`config.mk`:
```
export PLATFORM = sky130hd
export DESIGN_NAME = viterbi_err_channel
export DESIGN_NICKNAME = d
export VERILOG_FILES = /design/src/rtl/viterbi_err_channel.sv
export SDC_FILE = /design/constraint.sdc
export NUM_CORES = 1
export LEC_CHECK = 0
export ABC_AREA = 1
export CAP_MARGIN = 0
export CELL_PAD_IN_SITES_DETAIL_PLACEMENT = 0
export CELL_PAD_IN_SITES_GLOBAL_PLACEMENT = 1
export CORE_AREA = 3 3 108 110
export DETAILED_ROUTE_END_ITERATION = 10
export DIE_AREA = 0 0 111 113
export PLACE_DENSITY_LB_ADDON = 0.05
export SKIP_LAST_GASP = 1
export SYNTH_ARGS = -nofsm -noshare
export SYNTH_HDL_FRONTEND = slang
export SYNTH_SLANG_ARGS = --single-unit
```
`constraint.sdc`:
```
create_clock -name clk -period 4.7 [get_ports clk]
set_input_delay 0.94 -clock clk [delete_from_list [all_inputs] [get_ports clk]]
set_output_delay 0.94 -clock clk [all_outputs]
set_load 0.05 [all_outputs]
```
`src/rtl/viterbi_err_channel.sv`:
```
// Error-injection channel between a convolutional encoder and a Viterbi decoder.
// Optional macro VITERBI_ERR_RAND_EN swaps the periodic burst schedule for an LFSR schedule.
module viterbi_err_channel #(
  parameter int W           = 2,
  parameter int PERIOD_LOG2 = 3,
  parameter int BURST_LEN   = 1,
  parameter int WINDOW      = 256
) (
  input  logic         clk,
  input  logic         rst,
  input  logic         enable_i,
  input  logic         clear_i,
  input  logic         valid_i,
  input  logic [W-1:0] d_in,
  input  logic [W-1:0] err_mask_i,
  output logic         valid_o,
  output logic [W-1:0] d_out,
  output logic         err_o,
  output logic [15:0]  inj_word_ct,
  output logic [15:0]  bad_bit_ct,
  output logic         done_o
);

  localparam int PERIOD = 1 << PERIOD_LOG2;
  localparam int THRESH = PERIOD - BURST_LEN;

  typedef enum logic [1:0] {IDLE, ACTIVE, DONE} state_t;

  state_t                 state_reg, state_next;
  logic [15:0]            sym_ct_reg;
  logic [PERIOD_LOG2-1:0] phase;
  logic                   accept;
  logic                   inject;
  logic [3:0]             mask_pop;
  logic [16:0]            bad_sum;

  assign phase  = sym_ct_reg[PERIOD_LOG2-1:0];
  assign accept = (state_reg == ACTIVE) && valid_i;
  assign done_o = (state_reg == DONE);

`ifdef VITERBI_ERR_RAND_EN
  logic [15:0] lfsr_reg;
  logic        lfsr_fb;

  // Fibonacci form of x^16+x^14+x^13+x^11+1.
  assign lfsr_fb = lfsr_reg[15] ^ lfsr_reg[13] ^ lfsr_reg[12] ^ lfsr_reg[10];
  assign inject  = accept && (lfsr_reg[PERIOD_LOG2-1:0] == '0);

  always_ff @(posedge clk) begin
    if (!rst || clear_i) begin
      lfsr_reg <= 16'hABCD;
    end else if (accept) begin
      lfsr_reg <= {lfsr_reg[14:0], lfsr_fb};
    end
  end
`else
  // The last BURST_LEN phases of every period are corrupted.
  assign inject = accept && (int'(phase) >= THRESH);
`endif

  always_comb begin
    mask_pop = '0;
    for (int i = 0; i < W; i++) begin
      mask_pop = mask_pop + 4'(err_mask_i[i]);
    end
  end

  assign bad_sum = {1'b0, bad_bit_ct} + 17'(mask_pop);

  always_comb begin
    state_next = state_reg;
    if (clear_i) begin
      state_next = enable_i ? ACTIVE : IDLE;
    end else begin
      case (state_reg)
        IDLE:    if (enable_i) state_next = ACTIVE;
        ACTIVE: begin
          if (!enable_i) begin
            state_next = IDLE;
          end else if (valid_i && sym_ct_reg == 16'(WINDOW - 1)) begin
            state_next = DONE;
          end
        end
        DONE:    if (!enable_i) state_next = IDLE;
        default: state_next = IDLE;
      endcase
    end
  end

  always_ff @(posedge clk) begin
    if (!rst) begin
      state_reg   <= IDLE;
      sym_ct_reg  <= '0;
      valid_o     <= 1'b0;
      d_out       <= '0;
      err_o       <= 1'b0;
      inj_word_ct <= '0;
      bad_bit_ct  <= '0;
    end else begin
      state_reg <= state_next;
      valid_o   <= valid_i;
      err_o     <= inject;
      if (valid_i) begin
        d_out <= d_in ^ (inject ? err_mask_i : '0);
      end
      // Clear wins over a coincident injection: data is corrupted, counters restart at 0.
      if (clear_i) begin
        sym_ct_reg  <= '0;
        inj_word_ct <= '0;
        bad_bit_ct  <= '0;
      end else if (accept) begin
        sym_ct_reg <= sym_ct_reg + 16'd1;
        if (inject) begin
          if (inj_word_ct != 16'hFFFF) inj_word_ct <= inj_word_ct + 16'd1;
          bad_bit_ct <= bad_sum[16] ? 16'hFFFF : bad_sum[15:0];
        end
      end
    end
  end

endmodule

```
Word level (Yosys, flattened, before mapping)
Index checks and enable logic that the tools add are counted.
{"block": "word_totals", "regBits": 54, "inputBits": 9, "output_inout_bits": 37, "word_cells": 38}
{"block": "classes", "n_addsub": 4, "magnitude_cmp": 1, "n_eq_ne": 7, "mux": 9, "bitwise": 2, "reduce_logical": 8}
{"op": "16-bit by 1-bit adder with 16-bit output (second input constant)", "count": 2}
{"op": "16-bit by 2-bit adder with 17-bit output", "count": 1}
{"op": "16-bit by 8-bit == test with 1-bit output (second input constant)", "count": 1}
{"op": "16-bit 2-to-1 mux", "count": 1}
{"op": "16-bit != test (second input constant)", "count": 1}
{"op": "2-bit 2-to-1 mux", "count": 6}
{"op": "3-bit != test (second input constant)", "count": 2}
{"op": "2-bit case mux with 3 select lines", "count": 1}
{"op": "3-bit AND reduction", "count": 2}
{"op": "4-bit by 3-bit != test with 1-bit output (second input constant)", "count": 1}
{"op": "3-bit >= comparator (second input constant)", "count": 1}
{"op": "1-bit logical AND", "count": 3}
{"op": "1-bit by 1-bit adder with 2-bit output", "count": 1}
{"op": "2-bit by 1-bit == test with 1-bit output (second input constant)", "count": 1}
{"op": "2-bit == test (second input constant)", "count": 1}
{"op": "2-bit logical NOT", "count": 1}
{"op": "2-bit AND reduction", "count": 1}
{"op": "2-bit OR reduction", "count": 1}
{"op": "2-bit XOR", "count": 1}
{"op": "1-bit 2-to-1 mux", "count": 1}
{"op": "1-bit inverter", "count": 1}

Longest topological paths before layout
Gate-level depths: netlist of the first run.
{"block": "depth", "ltp_word": 6, "mapped_depth": 12, "mapped_depth_nobuf": 12}

Least setup slack after synthesis of the first run
No wires, ideal clock.
{"block": "synth_timing", "kind": "input-to-reg", "from": "in err_mask_i[0]", "to": "reg bad_bit_ct[12]", "setup_time_ns": 0.064, "arrival_ns": 2.504, "required_ns": 4.636, "setup_slack_ns": 2.132, "stages": 12, "path_buffers": 0, "cell_sequence": "inv_1 > fa_1 > inv_1 > ha_1 > nand3_1 > nor2_1 > inv_1 > nor2_1 > nand4_1 > nand2_1 > inv_1 > nor2_1"}
{"block": "synth_between", "elab_chain_len": 3}
{"element": "start: declaration", "line": "15", "text": "input logic [W-1:0] err_mask_i,"}
{"element": "1-bit by 1-bit adder with 2-bit output", "line": "64", "text": "mask_pop = mask_pop + 4'(err_mask_i[i]);"}
{"element": "16-bit by 2-bit adder with 17-bit output", "line": "68", "text": "assign bad_sum = {1'b0, bad_bit_ct} + 17'(mask_pop);"}
{"element": "16-bit 2-to-1 mux", "line": "115", "text": "bad_bit_ct <= bad_sum[16] ? 16'hFFFF : bad_sum[15:0];"}
{"element": "end signal: assignment", "line": "115"}
{"element": "end: declaration", "line": "20", "text": "output logic [15:0] bad_bit_ct,"}
No other way between the ends.
A chain may end at the register's enable or synchronous reset.

Worst setup path after layout of the first run
{"block": "layout_timing", "from": "in err_mask_i[0]", "to": "reg bad_bit_ct[14]"}
Same word-level chain as after synthesis.

==> qor.csv, run 1 <==
stage,metric,value,unit
status,status,"finished, final reports clean",
power,total power draw,0.8023,mW
power,Pleak,1.361,nW
min_path,Hold Path Class,flop to flop,
synth,"Seq/Total Area, Yosys",0.3346,
synth,Syn Area/Cell,6.675,µm²
global_route,largest net degree at the start of global routing,31,
power,Int Pwr,0.5960,mW
synth,largest family of logic cells by synthesized area,simple AND/OR/NAND/NOR gates,
worst_setup_path,critical path cell sequence,clkdlybuf4s50_1 -> inv_1 -> fa_1 -> inv_1 -> ha_1 -> inv_1 -> nor2_1 -> nand2_1 -> inv_1 -> nand3_2 -> nand3_1 -> nand2_1 -> a21oi_1,
synth,ys async rst share,0,
clocking,Clock Latency Late Sink,0.33,ns
routing,vias post-DR,3099,
timing,Tmin final,3.023,ns
routing,DRT Pass-1 Iters,4,
routing,drt total wl,8836,µm
timing,final hold violations,0,
synth,complex-gate fraction of the synthesized area,0.1325,
clocking,clock-pin slew on the worst setup and hold paths,0.11,ns
timing,"Worst Setup Slack, final",1.677,ns
die,Core Rows,38,
global_route,vias in the first global route,2996,
timing,Worst Tran Pin Value,0.5707,ns
placed_design,Final HPWL DP,6453,µm
worst_setup_path,"critical path fanouts, max",7,
worst_setup_path,WP data arrival,3.28,ns
worst_setup_path,worst path bufs/invs,5,
layout,nets@finish,541,
clocking,# H-tree levels,2,
synth,cells after synthesis,484,
synth,Post-Synth XOR/XNOR Area,0.05151,
global_route,gr usage total,0.1456,
clocking,CTS tree,built,
synth,Synth Warn #,0,
placed_design,pre-CTS setup slack,1.286,ns
placed_design,"Cell Area, Placed",0.003804,mm²
placed_design,PortBufs,45,
worst_setup_path,R2R Setup Slk,2.47,ns
die,Die Wd,111,µm
placed_design,Placer Congestion,0.7868,
timing,Final Max Tran Viols,0,
layout,post-layout util,0.3609,
synth,post-synthesis simple-gate area fraction,0.3718,
flow_run,Max Cap Viol,0,
worst_setup_path,endpoint class of the critical path,flop,
die,I/O pin cnt,46,
clocking,CTS sink count,54,
routing,WL per Instance,13.23,µm
die,starting density of the core,0.2993,
routing,drt via density,4.639,
synth,mux cell area share after synthesis,0,
power,Clock power frac,0.365,
layout,fin area,0.003895,mm²
clocking,Root Driver,clkbuf_8,
layout,Layout area overhead,20.57,%
global_route,GRT overflow,0,
timing,relative slew slack,0.6181,
die,Die Y,113,µm
die,die area,0.01254,mm²
clocking,cts bufs inserted,5,
worst_setup_path,CP startpoint kind,primary input,
die,Core ar.,0.01079,mm²
global_route,initial antenna violation count,0,
clocking,post_cts resized,0,
synth,Synth Area in Adders,0.02169,
power,Sw Pwr,0.2062,mW
clocking,Longest Clk Path Bufs,2,
layout,antenna fix cells,0,
synth,#FFs+latches synth,54,
global_route,first-pass GRT wire length,14770,µm
worst_setup_path,Top delay family on crit path,buffers and inverters,
timing,RSZ-0062 raised after global routing,no,
synth,"Distinct cells, synth",38,
power,combinational share of power,0.058,
routing,drc violations,0,
routing,Post-DRT Antenna Nets,0,
synth,"EDFF count, synth",0,
worst_setup_path,CP peak stage delay,0.50,ns
worst_setup_path,CP Class,primary input to flop,
synth,Post-Syn Area,0.003231,mm²
worst_setup_path,Crit path required time,4.96,ns
routing,Initial DRC Count,97,
power,maximum vdd drop,0.0001440,V
layout,layout cells sized above 1,0.08144,
timing,skew final,0.01049,ns
timing,setup_tns,0,ns
synth,Post-Syn Nets,498,
timing,# setup viols final,0,
worst_setup_path,most frequent CP cell,inv_1,
clocking,Post-CTS Setup Bufs,0,
power,sequential share of power,0.577,
timing,Tcrit/Tclk final,0.6431,
power,power density cells,206.0,mW/mm²
power,sw frac,0.2570,
timing,Max Clk Rate,330.8,MHz
worst_setup_path,Worst path slowest cell,clkdlybuf4s50_1,
clocking,hold_buf cts,0,
synth,ys flop type,dfxtp_1,
[per-layer routing]
metal / GRT usage / part of all wire
met4: 0.03859 / 0.010
met1: 0.1968 / 0.52
met5: 0 / 0
met3: 0.03636 / 0.036
met2: 0.2330 / 0.44
[placed cells by master (no fill, tap or decap), types with 2 or more instances in the layout]
cell,n
nand2_1,134
nor2_1,58
inv_1,56
dfxtp_1,54
clkdlybuf4s50_1,45
a21oi_1,33
nand3_1,29
o21ai_0,18
xor2_1,15
nand4_1,12
a21oi_2,10
nor3_1,7
nand2_2,7
clkbuf_8,6
nor2_4,4
xnor2_1,4
ha_1,4
nor3_2,3
nor2_2,2
nand2_4,2
o21bai_1,2
inv_2,2
nand3b_1,2
o21a_1,2
o21ai_1,2
o211ai_1,2
[synthesized netlist by cell type (3+ instances only)]
cell,n,share of area
nand4_1,12,0.023
xor2_1,15,0.041
dfxtp_1,54,0.33
nand2_2,7,0.014
o21ai_0,18,0.028
nor3_1,7,0.011
a21oi_1,33,0.051
xnor2_1,4,0.011
buf_2,3,0.0046
a21oi_2,10,0.027
inv_1,56,0.065
clkbuf_1,4,0.0046
nand2_1,134,0.16
nand3_1,29,0.045
nor3_2,3,0.0093
nor2_4,4,0.014
nor2_1,58,0.067
ha_1,4,0.015
[tightest hold or removal path, stage by stage (launching register included)]
cell	delay, ns
dfxtp_1	0.34
inv_1	0.06
a21oi_1	0.05
[final timing paths]
check | startpoint | to | cells past startpoint
hold / removal | sym_ct_reg[7] | sym_ct_reg[7] | 2
setup / recovery | err_mask_i[0] | bad_bit_ct[14] | 13
hold reg to reg | sym_ct_reg[7] | sym_ct_reg[7] | 2
setup reg to reg | bad_bit_ct[0] | bad_bit_ct[14] | 12
[power groups by stage]
stage | logic (mW) | clock network, mW | registers [mW]
final | 0.0469 | 0.293 | 0.463
after global routing | 0.0526 | 0.324 | 0.463
after CTS | 0.0483 | 0.312 | 0.463
after detailed placement | 0.0480 | 0 | 0.473
after global placement | 0.0480 | 0 | 0.473
after floorplan | 0.0232 | 0 | 0.478
[stage by stage]
| stage | hold WS [ns] | cells |
|---|---|---|
| final | 0.4897 | 668 |
| after global routing | 0.5240 | 668 |
| after CTS | 0.4919 | 668 |
| after detailed placement | 0.4746 | 660 |
| after global placement | 0.4678 | 660 |
| after floorplan | 0.4516 | 484 |
[cell families after synthesis]
group                      after synthesis
adders and majority gates                5
and+or+nand+nor                        265
xor gates and xnor gates                19
AOI/OAI and AO/OA                       72
buffers and inverters                   69
DFF                                     54
[layout make-up]
cell class / instances / area [µm²]
clock inverter: 1 / 5.005
clock buffer: 7 / 86.33
tap: 140 / 175.2
fill: 1186 / 6898
sequential: 54 / 1081
inverter: 59 / 224.0
timing repair buffer: 46 / 457.9
multi-input combinational: 361 / 1866
(Power assumes the default switching activity.)
==> inputs of run 2 (changes only) <==
==> constraint.sdc (replaced) <==
create_clock -name clk -period 2.75 [get_ports clk]
set_input_delay 0.55 -clock clk [delete_from_list [all_inputs] [get_ports clk]]
set_output_delay 0.55 -clock clk [all_outputs]
set_load 0.05 [all_outputs]
==> run 2 against run 1 <==
Critical path type unchanged. Register-to-register slack lost 1.9 ns. Sequential cell count is the same. Wire length fell by 0.71%. Count of clock-buffer cells in the layout is 1 lower. Critical path depth did not move. Critical endpoint is now bad_bit_ct[15]. Final cell count up 1.8%. Die area unchanged. Clock skew decreased by 0.0034 ns. Highest routed layer unchanged.
==> qor.csv, run 2 (synthesis gave the netlist of run 1 again) <==
stage,metric,value,unit,change
routing,Initial DRC Count,112,,was 97
worst_setup_path,Top delay family on crit path,buffers and inverters,,unchanged
die,Die Y,113,µm,unchanged
timing,Max Clk Rate,393.8,MHz,
routing,met1 WL,4506,µm,was 4577 µm
worst_setup_path,critical path cell sequence,clkdlybuf4s50_1 -> inv_1 -> fa_1 -> inv_1 -> ha_1 -> inv_1 -> nor2_1 -> nand2_1 -> inv_1 -> nand3_2 -> nand3_1 -> nand2_1 -> a21oi_1,,unchanged
worst_setup_path,WP data arrival,2.79,ns,was 3.28 ns
worst_setup_path,reg2reg end,bad_bit_ct[15],,was bad_bit_ct[14]
clocking,Clock Latency Late Sink,0.32,ns,was 0.33 ns
worst_setup_path,Levels on crit path,13,,unchanged
layout,layout cells sized above 1,0.1019,,was 0.08144
timing,final hold violations,0,,unchanged
routing,Max Used Layer,met4,,unchanged
worst_setup_path,worst path bufs/invs,5,,unchanged
die,Core Rows,38,,unchanged
timing,relative slew slack,0.6369,,was 0.6181
routing,vias post-DR,3060,,was 3099
layout,most frequent cells in the layout,"nand2_1 (134), nor2_1 (58), inv_1 (56)",,unchanged
die,die area,0.01254,mm²,unchanged
layout,fin cells,680,,was 668
clocking,Root Driver,clkbuf_8,,unchanged
global_route,gr usage total,0.1432,,was 0.1456
power,power density cells,358.0,mW/mm²,was 206.0 mW/mm²
routing,Post-DRT Antenna Nets,0,,unchanged
worst_setup_path,R2R Setup Slk,0.60,ns,was 2.47 ns
worst_setup_path,CP startpoint kind,primary input,,unchanged
worst_setup_path,R2R Path Start,bad_bit_ct[0],,unchanged
global_route,GRT overflow,0,,unchanged
timing,hold_ws,0.4946,ns,was 0.4897 ns
worst_setup_path,Worst path slowest cell,clkdlybuf4s50_1,,unchanged
die,Die Wd,111,µm,unchanged
timing,Final Max Tran Viols,0,,unchanged
clocking,clock-pin slew on the worst setup and hold paths,0.11,ns,about the same
status,status,"finished, final reports clean",,unchanged
clocking,# H-tree levels,2,,unchanged
min_path,Hold Crit Depth,2,,unchanged
routing,drc violations,0,,unchanged
layout,nets@finish,553,,was 541
global_route,largest net degree at the start of global routing,29,,was 31
clocking,Post-CTS Setup Bufs,0,,unchanged
timing,skew final,0.007108,ns,was 0.01049 ns
power,Pleak,1.424,nW,was 1.361 nW
routing,drt total wl,8773,µm,was 8836 µm
layout,antenna fix cells,0,,unchanged
layout,FILL cells,1154,,was 1186
timing,Worst Tran Pin Value,0.5427,ns,was 0.5707 ns
global_route,first-pass GRT wire length,14730,µm,was 14770 µm
timing,# setup viols final,0,,unchanged
worst_setup_path,endpoint class of the critical path,flop,,unchanged
worst_setup_path,Reg2Reg Depth,12,,unchanged
timing,Tcrit/Tclk final,0.9235,,
routing,met2 wire length,3850,µm,was 3847 µm
layout,"commonest non-fill, non-tap cell in the layout",nand2_1,,unchanged
worst_setup_path,"critical path fanouts, max",7,,unchanged
worst_setup_path,crit path from,err_mask_i[0],,unchanged
min_path,Hold Path Class,flop to flop,,unchanged
flow_run,Max Cap Viol,0,,unchanged
worst_setup_path,CP Class,primary input to flop,,unchanged
placed_design,Cells after DPL,672,,was 660
die,I/O pin cnt,46,,unchanged
placed_design,Placer Congestion,0.8157,,was 0.7868
worst_setup_path,most frequent CP cell,inv_1,,unchanged
routing,drt via density,4.500,,was 4.639
power,total power draw,1.435,mW,was 0.8023 mW
global_route,vias in the first global route,3009,,was 2996
worst_setup_path,Worst Setup EP,bad_bit_ct[15],,was bad_bit_ct[14]
timing,RSZ-0062 raised after global routing,no,,unchanged
layout,Layout area overhead,24.09,%,was 20.57%
power,maximum vdd drop,0.0002508,V,was 0.0001440 V
die,starting density of the core,0.2993,,unchanged
placed_design,PortBufs,45,,unchanged
clocking,CTS tree,built,,unchanged
placed_design,Final HPWL DP,6550,µm,was 6453 µm
worst_setup_path,CP peak stage delay,0.49,ns,was 0.50 ns
clocking,CTS sink count,54,,unchanged
worst_setup_path,Crit path required time,3.00,ns,was 4.96 ns
global_route,initial antenna violation count,0,,unchanged
clocking,cts bufs inserted,5,,unchanged
clocking,Longest Clk Path Bufs,2,,unchanged
routing,DRT Pass-1 Iters,4,,unchanged
die,Core ar.,0.01079,mm²,unchanged
routing,WL per Instance,12.90,µm,was 13.23 µm
timing,Tmin final,2.540,ns,
routing,met3 routed WL,350,µm,was 321 µm
-- run 2: cell count changes in the layout (fill, tap and decap cells not counted), sizes merged --
cell / delta
bufinv: +1
clkbuf: -1
clkinvlp: +1
clkinv: -1
buf: +12
-- run 2: report_power, final --
group          switching [mW]  total, mW  internal, mW
combinational          0.0526     0.0861        0.0335
clock                   0.286      0.558         0.272
sequential            0.00446      0.791         0.786
total                   0.343       1.44          1.09
-- run 2: cell type report --
| class | instances | area (µm²) | area share |
|---|---|---|---|
| Clock buffer | 6 | 72.57 | 0.01810 |
| Clock inverter | 2 | 37.54 | 0.009363 |
| Inverter | 59 | 224.0 | 0.05587 |
| Multi-Input combinational cell | 361 | 1871 | 0.4666 |
| Sequential cell | 54 | 1081 | 0.2697 |
| Tap cell | 140 | 175.2 | 0.04370 |
| Timing Repair Buffer | 58 | 548.0 | 0.1367 |
-- run 2: per-stage QoR --
stage,TNS (ns),worst slack [ns],cell area (µm²),util
6_report,0,0.2105,4009,0.3714
5_1_grt,0,0.001019,4009,0.3714
4_1_cts,0,0.2140,4004,0.3710
3_5_place_dp,-1.242,-0.1181,3894,0.3608
3_3_place_gp,-0.9243,-0.1019,3894,0.3608
2_1_floorplan,0,0.4740,3231,-
-- run 2: timing repair --
action | 4_1_cts | 5_1_grt
endpoints found under the hold margin | 0 | 0
resized for setup | 0 | 1
hold buffers | 0 | 0
setup endpoints to repair | 0 | 1
-- run 2: routing by layer --
layer  vias to the layer above  track usage
met3                         5      0.02834
met4                         0      0.03859
met5                         -            0
li1                       1656            -
met2                        57       0.2391
met1                      1342       0.1898
-- run 2: worst min-delay path by stage --
stage / startpoint / endpoint / slack, ns
2_1_floorplan: sym_ct_reg[7] / sym_ct_reg[7] / 0.45
3_3_place_gp: sym_ct_reg[7] / sym_ct_reg[7] / 0.47
3_5_place_dp: sym_ct_reg[7] / sym_ct_reg[7] / 0.48
4_1_cts: sym_ct_reg[7] / sym_ct_reg[7] / 0.49
5_1_grt: sym_ct_reg[7] / sym_ct_reg[7] / 0.52
6_report: sym_ct_reg[7] / sym_ct_reg[7] / 0.49
-- run 2: worst min-delay path: stages, from the launching register on --
cell     delay, ns
dfxtp_1       0.34
inv_1         0.07
a21oi_1       0.05
==> inputs of run 3 (changes only) <==
--- a/config.mk
+++ b/config.mk
@@ -9,9 +9,9 @@
 export CAP_MARGIN = 0
 export CELL_PAD_IN_SITES_DETAIL_PLACEMENT = 0
 export CELL_PAD_IN_SITES_GLOBAL_PLACEMENT = 1
-export CORE_AREA = 3 3 108 110
+export CORE_AREA = 3 3 101 103
 export DETAILED_ROUTE_END_ITERATION = 10
-export DIE_AREA = 0 0 111 113
+export DIE_AREA = 0 0 104 106
 export PLACE_DENSITY_LB_ADDON = 0.05
 export SKIP_LAST_GASP = 1
 export SYNTH_ARGS = -nofsm -noshare
==> run 3 against run 2 <==
Hold slack lost 0.0072 ns. Sequential share of layout area up 0.26 points. Global-route usage up 1.4 points. Die area decreased by 12%.
==> qor.csv, run 3 (synthesis gave the netlist of run 1 again) <==
stage,metric,value,unit,change
timing,Final Max Tran Viols,0,,unchanged
clocking,CTS tree,built,,unchanged
timing,Max Clk Rate,396.9,MHz,was 393.8 MHz
timing,relative slew slack,0.6537,,was 0.6369
clocking,cts bufs inserted,5,,unchanged
die,Die Y,106,µm,was 113 µm
worst_setup_path,Crit path required time,3.00,ns,about the same
routing,Post-DRT Antenna Nets,0,,unchanged
routing,Initial DRC Count,44,,was 112
power,maximum vdd drop,0.0001945,V,was 0.0002508 V
timing,"Worst Setup Slack, final",0.2307,ns,was 0.2105 ns
timing,Worst Tran Pin Value,0.5178,ns,was 0.5427 ns
global_route,GRT overflow,0,,unchanged
clocking,Longest Clk Path Bufs,2,,unchanged
timing,skew final,0.006056,ns,was 0.007108 ns
timing,final hold violations,0,,unchanged
flow_run,Max Cap Viol,0,,unchanged
placed_design,pre-CTS setup slack,-0.1127,ns,was -0.1181 ns
timing,Tmin final,2.519,ns,was 2.540 ns
global_route,largest net degree at the start of global routing,24,,was 29
global_route,vias in the first global route,2979,,was 3009
placed_design,Placer Congestion,0.7765,,was 0.8157
die,Core Rows,35,,was 38
routing,drt via density,4.597,,was 4.500
layout,fin cells,665,,was 680
min_path,Hold Path Class,flop to flop,,unchanged
routing,WL per Instance,12.66,µm,was 12.90 µm
layout,most frequent cells in the layout,"nand2_1 (134), nor2_1 (58), inv_1 (56)",,unchanged
timing,# setup viols final,0,,unchanged
worst_setup_path,WP data arrival,2.77,ns,was 2.79 ns
clocking,Clock Latency Late Sink,0.31,ns,was 0.32 ns
die,Die Wd,104,µm,was 111 µm
timing,RSZ-0062 raised after global routing,no,,unchanged
power,Pleak,1.414,nW,was 1.424 nW
placed_design,Cells after DPL,658,,was 672
global_route,first-pass GRT wire length,14290,µm,was 14730 µm
placed_design,Final HPWL DP,6268,µm,was 6550 µm
clocking,clock-pin slew on the worst setup and hold paths,0.10,ns,was 0.11 ns
routing,DRT Pass-1 Iters,4,,unchanged
status,status,"finished, final reports clean",,unchanged
global_route,initial antenna violation count,0,,unchanged
global_route,gr usage total,0.1573,,was 0.1432
layout,nets@finish,550,,was 553
layout,"commonest non-fill, non-tap cell in the layout",nand2_1,,unchanged
die,starting density of the core,0.3480,,was 0.2993
clocking,post_cts resized,0,,unchanged
clocking,hold_buf cts,0,,unchanged
timing,Tcrit/Tclk final,0.9161,,was 0.9235
worst_setup_path,CP Class,primary input to flop,,unchanged
clocking,Root Driver,clkbuf_8,,unchanged
power,power density cells,360.6,mW/mm²,was 358.0 mW/mm²
layout,layout cells sized above 1,0.09701,,was 0.1019
power,total power draw,1.432,mW,was 1.435 mW
worst_setup_path,CP startpoint kind,primary input,,unchanged
placed_design,PortBufs,45,,unchanged
clocking,Post-CTS Setup Bufs,0,,unchanged
worst_setup_path,endpoint class of the critical path,flop,,unchanged
routing,drc violations,0,,unchanged
die,I/O pin cnt,46,,unchanged
layout,antenna fix cells,0,,unchanged
die,die area,0.01102,mm²,was 0.01254 mm²
clocking,CTS sink count,54,,unchanged
worst_setup_path,"critical path fanouts, max",4,,was 7
layout,Layout area overhead,22.89,%,was 24.09%
clocking,# H-tree levels,2,,unchanged
die,Core ar.,0.009284,mm²,was 0.01079 mm²
routing,drt total wl,8420,µm,was 8773 µm
routing,vias post-DR,3057,,was 3060
==> run 3: cell types whose count changed in the layout (fill, tap and decap cells not counted) <==
cell        delta
nor2_2         +1
nor2_4         -1
buf_4          -3
clkinvlp_4     -1
clkbuf_1       -1
clkbuf_8       +1
==> run 3: through the flow <==
| stage | instance area (µm²) | hold slack [ns] | util | setup TNS, ns |
|---|---|---|---|---|
| global route | 3970 | 0.5282 | 0.4276 | 0 |
| global placement | 3857 | 0.4697 | 0.4155 | -0.6595 |
| finish | 3970 | 0.4874 | 0.4276 | 0 |
| detailed placement | 3857 | 0.4725 | 0.4155 | -1.092 |
| floorplan | 3231 | 0.4516 | - | 0 |
| CTS | 3970 | 0.4923 | 0.4276 | 0 |
==> run 3: critical path, cell delays in order <==
cell	delay (ns)
clkdlybuf4s50_1	0.50
inv_1	0.08
fa_1	0.46
inv_1	0.09
ha_1	0.18
nand3_1	0.08
nor2_1	0.29
inv_1	0.08
nor2_1	0.15
nand4_1	0.11
nand2_1	0.08
inv_1	0.03
nor2_1	0.08
==> run 3: cell type report <==
cell class / instances / area, µm²
fill: 988 / 5314
timing repair buffer: 55 / 525.5
sequential: 54 / 1081
clock buffer: 6 / 82.58
multi-input combinational: 361 / 1866
clock inverter: 1 / 30.03
tap: 129 / 161.4
inverter: 59 / 224.0
==> run 3: path summary, 6_finish.rpt <==
kind	endpoint	startpoint	depth (start not counted)	slack (ns)
worst min register to register	sym_ct_reg[15]	sym_ct_reg[15]	2	0.49
worst max register to register	bad_bit_ct[12]	bad_bit_ct[0]	12	0.66
worst max-delay path	bad_bit_ct[12]	err_mask_i[0]	13	0.23
worst min-delay path	sym_ct_reg[15]	sym_ct_reg[15]	2	0.49
==> run 3: power breakdown <==
group          total [mW]  internal [mW]  switching [mW]
clock network       0.555          0.292           0.263
logic              0.0868         0.0327          0.0541
registers           0.790          0.786         0.00382
==> run 3: layer usage <==
metal | wire length [µm] | track usage
met1 | 4154 | 0.2081
met2 | 3937 | 0.2711
met3 | 260 | 0.02489
met4 | 67 | 0.03324
met5 | 0 | 0
